File: src/rtl/arb_pkg.sv
// Shared types and defaults for the round-robin grant arbiter.
// Owner index decode is kept here so the top and any bench helper agree on it.
package arb_pkg;

   typedef enum logic {
      IDLE  = 1'b0,
      GRANT = 1'b1
   } state_t;

   localparam int ARB_N        = 4;
   localparam int ARB_MAX_HOLD = 15;
   localparam int ARB_CW       = 8;

   // Index of the lowest set bit; a one-hot value yields its position, zero yields 0.
   function automatic int unsigned onehot_idx(input logic [31:0] v);
      int unsigned idx;
      idx = 0;
      for (int i = 31; i >= 0; i--) begin
         if (v[i]) idx = i;
      end
      return idx;
   endfunction

endpackage

File: src/rtl/rr_pick.sv
// Combinational round-robin pick: first set request at or after ptr, wrapping.
// Requests are doubled so the wrap becomes a plain lowest-set-bit search.
module rr_pick
   import arb_pkg::*;
#(
   parameter int N  = ARB_N,
   parameter int PW = (N > 1) ? $clog2(N) : 1
) (
   input  logic [N-1:0]  req,
   input  logic [PW-1:0] ptr,
   output logic [N-1:0]  pick_onehot,
   output logic          any_req
);

   logic [2*N-1:0] dbl;
   logic [2*N-1:0] masked;
   logic [2*N-1:0] lowest;

   assign dbl = {req, req};

   // Lower copy only contributes bits at or above ptr; upper copy covers the wrap.
   generate
      for (genvar gi = 0; gi < 2*N; gi++) begin : g_mask
         if (gi >= N) begin : g_hi
            assign masked[gi] = dbl[gi];
         end else begin : g_lo
            assign masked[gi] = dbl[gi] & (gi >= int'(ptr));
         end
      end
   endgenerate

   assign lowest      = masked & (~masked + 1'b1);
   assign pick_onehot = lowest[N-1:0] | lowest[2*N-1:N];
   assign any_req     = |req;

endmodule

File: src/rtl/rr_grant_arbiter.sv
// Round-robin arbiter with registered one-hot grant, tenure hold and timeout.
// Feeds a one-hot-to-binary encoder: grant is always one-hot or zero.
module rr_grant_arbiter
   import arb_pkg::*;
#(
   parameter int N        = ARB_N,
   parameter int MAX_HOLD = ARB_MAX_HOLD,
   parameter int CW       = ARB_CW
) (
   input  logic         clk,
   input  logic         rst,
   input  logic [N-1:0] req,
   input  logic         release_grant,
   output logic [N-1:0] grant,
   output logic         grant_valid,
   output logic         timeout
);

   localparam int PW = (N > 1) ? $clog2(N) : 1;

   state_t         state_reg, state_next;
   logic [N-1:0]   grant_reg, grant_next;
   logic           grant_valid_reg, grant_valid_next;
   logic           timeout_reg, timeout_next;
   logic [PW-1:0]  ptr_reg, ptr_next;
   logic [CW-1:0]  hold_cnt_reg, hold_cnt_next;

   logic [N-1:0]   pick_onehot;
   logic           any_req;
   logic [PW-1:0]  owner_idx;
   logic           user_end;
   logic           hold_hit;

   rr_pick #(.N(N), .PW(PW)) u_pick (
      .req         (req),
      .ptr         (ptr_reg),
      .pick_onehot (pick_onehot),
      .any_req     (any_req)
   );

   assign owner_idx = PW'(onehot_idx(32'(grant_reg)));
   assign user_end  = release_grant | ~(|(req & grant_reg));
   assign hold_hit  = (hold_cnt_reg == CW'(MAX_HOLD));

   always_comb begin
      state_next       = state_reg;
      grant_next       = grant_reg;
      grant_valid_next = grant_valid_reg;
      timeout_next     = 1'b0;
      ptr_next         = ptr_reg;
      hold_cnt_next    = hold_cnt_reg;
      case (state_reg)
         IDLE: begin
            if (any_req) begin
               grant_next       = pick_onehot;
               grant_valid_next = 1'b1;
               hold_cnt_next    = CW'(1);
               state_next       = GRANT;
            end
         end
         GRANT: begin
            if (user_end || hold_hit) begin
               grant_next       = '0;
               grant_valid_next = 1'b0;
               ptr_next         = (owner_idx == PW'(N-1)) ? '0 : owner_idx + 1'b1;
               hold_cnt_next    = '0;
               state_next       = IDLE;
               // A voluntary end in the same cycle is not a revocation.
               timeout_next     = hold_hit & ~user_end;
            end else begin
               hold_cnt_next = hold_cnt_reg + 1'b1;
            end
         end
         default: state_next = IDLE;
      endcase
   end

   always_ff @(posedge clk or posedge rst) begin
      if (rst) begin
         state_reg       <= IDLE;
         grant_reg       <= '0;
         grant_valid_reg <= 1'b0;
         timeout_reg     <= 1'b0;
         ptr_reg         <= '0;
         hold_cnt_reg    <= '0;
      end else begin
         state_reg       <= state_next;
         grant_reg       <= grant_next;
         grant_valid_reg <= grant_valid_next;
         timeout_reg     <= timeout_next;
         ptr_reg         <= ptr_next;
         hold_cnt_reg    <= hold_cnt_next;
      end
   end

   assign grant       = grant_reg;
   assign grant_valid = grant_valid_reg;
   assign timeout     = timeout_reg;

   a_grant_legal: assert property (@(posedge clk) disable iff (rst)
      $onehot0(grant_reg) && (grant_valid_reg == (|grant_reg)));

endmodule
File: config.mk
export PLATFORM = sky130hd
export DESIGN_NAME = rr_grant_arbiter
export DESIGN_NICKNAME = d
export VERILOG_FILES = /design/src/rtl/arb_pkg.sv /design/src/rtl/rr_pick.sv /design/src/rtl/rr_grant_arbiter.sv
export SDC_FILE = /design/constraint.sdc
export NUM_CORES = 1
export LEC_CHECK = 0
export CAP_MARGIN = 20
export CORE_ASPECT_RATIO = 1.2
export CORE_MARGIN = 5
export CORE_UTILIZATION = 50
export DETAILED_ROUTE_END_ITERATION = 8
export PLACE_DENSITY = 0.76
export SKIP_CTS_REPAIR_TIMING = 1
export SLEW_MARGIN = 5
export SYNTH_ARGS = -nofsm -noshare
export SYNTH_HDL_FRONTEND = slang
export SYNTH_HIERARCHICAL = 1
export SYNTH_SLANG_ARGS = --single-unit
export TNS_END_PERCENT = 20
File: constraint.sdc
create_clock -name clk -period 2.3 [get_ports clk]
set_clock_uncertainty 0.2 [all_clocks]
set_input_delay 0.46 -clock clk [delete_from_list [all_inputs] [get_ports clk]]
set_output_delay 0.46 -clock clk [all_outputs]
set_load 0.05 [all_outputs]
==> impl_metrics.env, run 1 <==
export IMPL_rr_endpoint="ptr_reg[1]$_DFFE_PP0P_"
export IMPL_gr_usage_all_layers_pct=16.5
export IMPL_num_nets_final=126
export IMPL_cts_sinks=17
export IMPL_ir_drop_uv=700
export IMPL_critPathKind="reg -> out"
export IMPL_fin_crit_sh_pct=96.9
export IMPL_route_detailed_drc=0
export IMPL_async_flop_share_pct=100
export IMPL_hold_class="reg -> reg"
export IMPL_grt_ovfl_total=0
export IMPL_rr_worst_depth=4
export IMPL_ios=13
export IMPL_rsz0062_at_grt="no"
export IMPL_yosys_warnings=6
export IMPL_synth_edf_count=0
export IMPL_drtAntennaViolNets=0
export IMPL_fp_dieH_um=57.1
export IMPL_place_area_um2=1130
export IMPL_gp_congestion=0.856
export IMPL_grt_pass1_wl_um=3710
export IMPL_diodes=0
export IMPL_whs_ps=312
export IMPL_status="finished, final reports clean"
export IMPL_leakage_nw=0.537
export IMPL_synth_top_area_share_pct=45.9
export IMPL_area_growth_pct=25.9
export IMPL_hold_violations=0
export IMPL_slew_viol_final=0
export IMPL_synth_common_cells="dfrtp_1, nor2_1, a21oi_1, a22o_1, nand2_1"
export IMPL_worst_r2r_setup_slack_ps=320
export IMPL_clockBufferDepth=2
export IMPL_setup_viol_count_final=0
export IMPL_antenna_found_initial=0
export IMPL_drt_iter0_markers=12
export IMPL_ys_seq_area_share_pct=45.9
export IMPL_wl_per_cell_um=15.2
export IMPL_relSlewSlack_pct=58.6
export IMPL_setup_tns_final_ps=0
export IMPL_dr_pass1_iters=6
export IMPL_crit_family="buffers and inverters"
export IMPL_crit_chain="clkdlybuf4s50_1"
export IMPL_multiInputGateArea_um2=489
export IMPL_finalInstanceArea_um2=1170
export IMPL_syn_area_per_cell_um2=9.96
export IMPL_timing_fmax_mhz=449
export IMPL_power_total_mw=1.09
export IMPL_synthCells=93
export IMPL_cts_tree="built"
export IMPL_p_per_area_nw_per_um2=932
export IMPL_synth_largest_area_cell="dfrtp_1"
export IMPL_tightest_slew_ps=621
export IMPL_whs_path_depth=1
export IMPL_largest_reg_flops=8
export IMPL_cts_root_buf="clkbuf_4"
export IMPL_rows=17
export IMPL_core_um2=1810
export IMPL_fillCellCount=147
export IMPL_cp_slowest_cell="clkdlybuf4s50_1"
export IMPL_dp_hpwl_um=1550
export IMPL_numPortBuffers=12
export IMPL_die_w_um=49.3
export IMPL_cts_buffers_inserted=3
export IMPL_worst_setup_path_end_kind="primary output"
export IMPL_min_period_ps=2230
export IMPL_synth_area_leaders="dfrtp_1, a22o_1, nor2_1"
export IMPL_reg2reg_from="hold_cnt_reg[6]$_DFFE_PP0P_"
export IMPL_setup_ws_ps=70.3
export IMPL_start_util_pct=51.2
export IMPL_vias=829
export IMPL_grt_pass1_vias=846
export IMPL_syn_num_nets=101
export IMPL_drv_cap=0
export IMPL_hold_start="grant_valid$_DFFE_PP0P_"
export IMPL_worstSkewPairLatency_ps=290
export IMPL_path_clk_slew_ps=110
export IMPL_cp_required_ps=1640
export IMPL_min_to="grant_valid$_DFFE_PP0P_"
export IMPL_cp_arrival_ps=1570
export IMPL_cp_max_fo=5
export IMPL_path_buf_inv=1
export IMPL_avgViaCountPerCell=6.10
export IMPL_grt_max_degree=18
export IMPL_ys_seq_elements=17
export IMPL_totalWireLength_um=2070
export IMPL_ys_types=34
export IMPL_yosysMostFrequentCell="dfrtp_1"
export IMPL_startpoint_type="register"
export IMPL_synth_area_um2=926
export IMPL_dominantRegCellSynth="dfrtp_1"
export IMPL_dp_worst_setup_slack_ps=96.9
export IMPL_cpPeakStageDelay_ps=840
export IMPL_seq_area_um2=425
export IMPL_die_area_um2=2820
export IMPL_drive_gt1_share_pct=17.1
export IMPL_htree_num_levels=1
-- power breakdown --
| part | internal [mW] | total (mW) | switching [mW] |
|---|---|---|---|
| clock | 0.0647 | 0.163 | 0.0983 |
| sequential | 0.365 | 0.460 | 0.0943 |
| combinational | 0.221 | 0.464 | 0.243 |
-- per-stage QoR --
stage	utilization [%]	cells
after global placement	62.7	132
after CTS	64.2	136
after detailed placement	62.7	132
after floorplan	-	93
final	64.5	136
after global routing	64.5	136
-- placed cells by master (no fill, tap or decap), types with 2 or more instances in the layout --
cell	count
inv_1	2
or3_4	2
o21a_1	2
nor2b_1	3
mux2_2	2
xnor2_1	2
nor2_1	11
buf_4	9
a21oi_1	7
o21ai_0	3
a22o_1	6
nand3_1	2
dfrtp_1	17
clkdlybuf4s50_1	10
nor3_1	2
and2_1	2
nand2b_1	3
o221a_1	2
a21o_1	3
a22oi_1	2
a31oi_1	2
dlymetal6s2s_1	2
nand2_1	4
clkbuf_4	3
-- cells by family after synthesis --
| group | count (synthesis) | synth area share, % |
|---|---|---|
| buffers and inverters | 3 | 1.22 |
| adders and majority gates | 1 | 1.35 |
| xor gates and xnor gates | 2 | 1.89 |
| and+or+nand+nor | 32 | 18.2 |
| AOI/OAI and AO/OA | 36 | 28.9 |
| DFF | 17 | 45.9 |
| muxes | 2 | 2.43 |
-- layout make-up --
type                            instances  area share [%]
Multi-Input combinational cell         73            42.0
Sequential cell                        17            36.5
Timing Repair Buffer                   21            16.5
Tap cell                               19            2.04
Clock buffer                            3            1.93
Inverter                                2           0.644
Clock inverter                          1           0.429
-- worst max-delay path by stage --
stage / from / to / slack [ps] / cells after the start
finish: grant[1]$_DFFE_PP0P_ / grant[1] / 70 / 1
global route: grant[1]$_DFFE_PP0P_ / grant[1] / 4 / 1
CTS: grant[2]$_DFFE_PP0P_ / grant[2] / 50 / 1
detailed placement: req[2] / ptr_reg[1]$_DFFE_PP0P_ / 100 / 5
global placement: req[2] / ptr_reg[1]$_DFFE_PP0P_ / 140 / 5
floorplan: grant[2]$_DFFE_PP0P_ / hold_cnt_reg[6]$_DFFE_PP0P_ / 350 / 5
-- per-layer routing --
layer  routed length, µm  track usage (%)  vias up
met5                   0                0        -
met4                  49             8.46        0
met3                  76             4.18        8
met2                1050             26.3       22
met1                 897             20.5      398
li1                    -                -      401
Power figures use the tool's default switching activity.
==> inputs of run 2 (changes only) <==
CORE_MARGIN = 2   (was 5)
==> run 2 against run 1 <==
Clock power fell by 7%. Via count fell by 0.60%. Register-to-register slack improved by 20 ps. Power fell by 1.9%. Non-clock buffer count fell by 2. Worst hold slack got worse by 1.9 ps. Count of clock-buffer cells in the layout rose by 1. Cell area fell by 1.8%. Largest power group is now sequential cells. Die area fell by 21%. Wire length fell by 0.92%.
==> impl_metrics.env, run 2 (synthesis results as in run 1) <==
export IMPL_status="finished, final reports clean"
export IMPL_area_growth_pct=23.6
export IMPL_cpPeakStageDelay_ps=840
export IMPL_relSlewSlack_pct=57.4
export IMPL_cts_buffers_inserted=3
export IMPL_cts_root_buf="clkbuf_4"
export IMPL_num_nets_final=124
export IMPL_cts_tree="built"
export IMPL_gr_usage_all_layers_pct=22.2
export IMPL_hold_violations=0
export IMPL_antenna_found_initial=0
export IMPL_critPathKind="reg -> out"
export IMPL_fillCellCount=159
export IMPL_whs_path_depth=1
export IMPL_rr_endpoint="grant[0]$_DFFE_PP0P_"
export IMPL_cts_sinks=17
export IMPL_path_buf_inv=1
export IMPL_htree_num_levels=1
export IMPL_worst_setup_path_end_kind="primary output"
export IMPL_ir_drop_uv=621
export IMPL_die_w_um=43.3
export IMPL_fin_crit_sh_pct=96.6
export IMPL_startpoint_type="register"
export IMPL_avgViaCountPerCell=6.15
export IMPL_worstSkewPairLatency_ps=280
export IMPL_leakage_nw=0.491
export IMPL_setup_tns_final_ps=0
export IMPL_grt_pass1_vias=859
export IMPL_p_per_area_nw_per_um2=931
export IMPL_setup_viol_count_final=0
export IMPL_critPathLaunch="grant[2]$_DFFE_PP0P_"
export IMPL_drive_gt1_share_pct=14.8
export IMPL_drtAntennaViolNets=0
export IMPL_rows=17
export IMPL_crit_family="buffers and inverters"
export IMPL_rr_worst_depth=4
export IMPL_hold_class="reg -> reg"
export IMPL_slew_viol_final=0
export IMPL_ios=13
export IMPL_clockBufferDepth=2
export IMPL_drt_iter0_markers=27
export IMPL_cp_slowest_cell="clkdlybuf4s50_1"
export IMPL_dp_hpwl_um=1550
export IMPL_final_common_cell="dfrtp_1"
export IMPL_grt_pass1_wl_um=3710
export IMPL_vias=824
export IMPL_largest_reg_flops=8
export IMPL_rsz0062_at_grt="no"
export IMPL_multiInputGateArea_um2=489
export IMPL_tightest_slew_ps=638
export IMPL_start_util_pct=51.8
export IMPL_dr_pass1_iters=4
export IMPL_layout_common_cells="dfrtp_1, clkdlybuf4s50_1, nor2_1"
export IMPL_hold_start="grant_valid$_DFFE_PP0P_"
export IMPL_cp_required_ps=1640
export IMPL_die_area_um2=2210
export IMPL_crit_chain="clkdlybuf4s50_1"
export IMPL_grt_max_degree=18
export IMPL_worst_r2r_setup_slack_ps=340
export IMPL_fp_dieH_um=51.1
export IMPL_totalWireLength_um=2050
export IMPL_cp_arrival_ps=1560
export IMPL_drv_cap=0
export IMPL_wl_per_cell_um=15.3
export IMPL_power_total_mw=1.07
export IMPL_core_um2=1790
export IMPL_min_period_ps=2220
export IMPL_path_clk_slew_ps=100
export IMPL_diodes=0
export IMPL_seq_area_um2=425
export IMPL_timing_fmax_mhz=450
export IMPL_grt_ovfl_total=0
export IMPL_numPortBuffers=12
export IMPL_route_detailed_drc=0
export IMPL_reg2reg_from="hold_cnt_reg[6]$_DFFE_PP0P_"
export IMPL_min_to="grant_valid$_DFFE_PP0P_"
export IMPL_gp_congestion=0.852
export IMPL_cp_max_fo=5
==> run 2: how the worst max path moves through the flow <==
stage	to	cells past startpoint
CTS	grant[2]	1
global route	grant[1]	1
detailed placement	ptr_reg[0]$_DFFE_PP0P_	5
global placement	ptr_reg[1]$_DFFE_PP0P_	5
floorplan	hold_cnt_reg[6]$_DFFE_PP0P_	5
finish	grant[2]	1
==> run 2: cell type report <==
class,instances,share of cell area (%)
Clock buffer,4,2.30
Multi-Input combinational cell,73,42.7
Tap cell,19,2.08
Timing Repair Buffer,19,15.1
Sequential cell,17,37.2
Inverter,2,0.656
==> run 2: per-layer routing <==
layer	vias up	GRT usage [%]	part of all wire [%]
met3	2	3.18	3.8
met5	-	0	0
met4	0	6.06	0.93
li1	392	-	-
met1	396	28.0	44
met2	34	39.1	51
==> run 2: power breakdown <==
group	internal [mW]	leakage, nW	switching, mW
sequential	0.365	0.224	0.0931
clock	0.0671	0.0150	0.0846
combinational	0.215	0.252	0.241
==> run 2: metrics by stage <==
step	std cells	hold WS [ps]	utilization, %	instance area, µm²	setup WS, ps
floorplan	93	186	-	926	352
global placement	130	292	62.6	1120	68.6
detailed placement	130	289	62.6	1120	5.54
CTS	134	310	64.1	1140	72.2
global route	134	345	64.1	1140	44.3
finish	134	310	64.1	1140	79.1
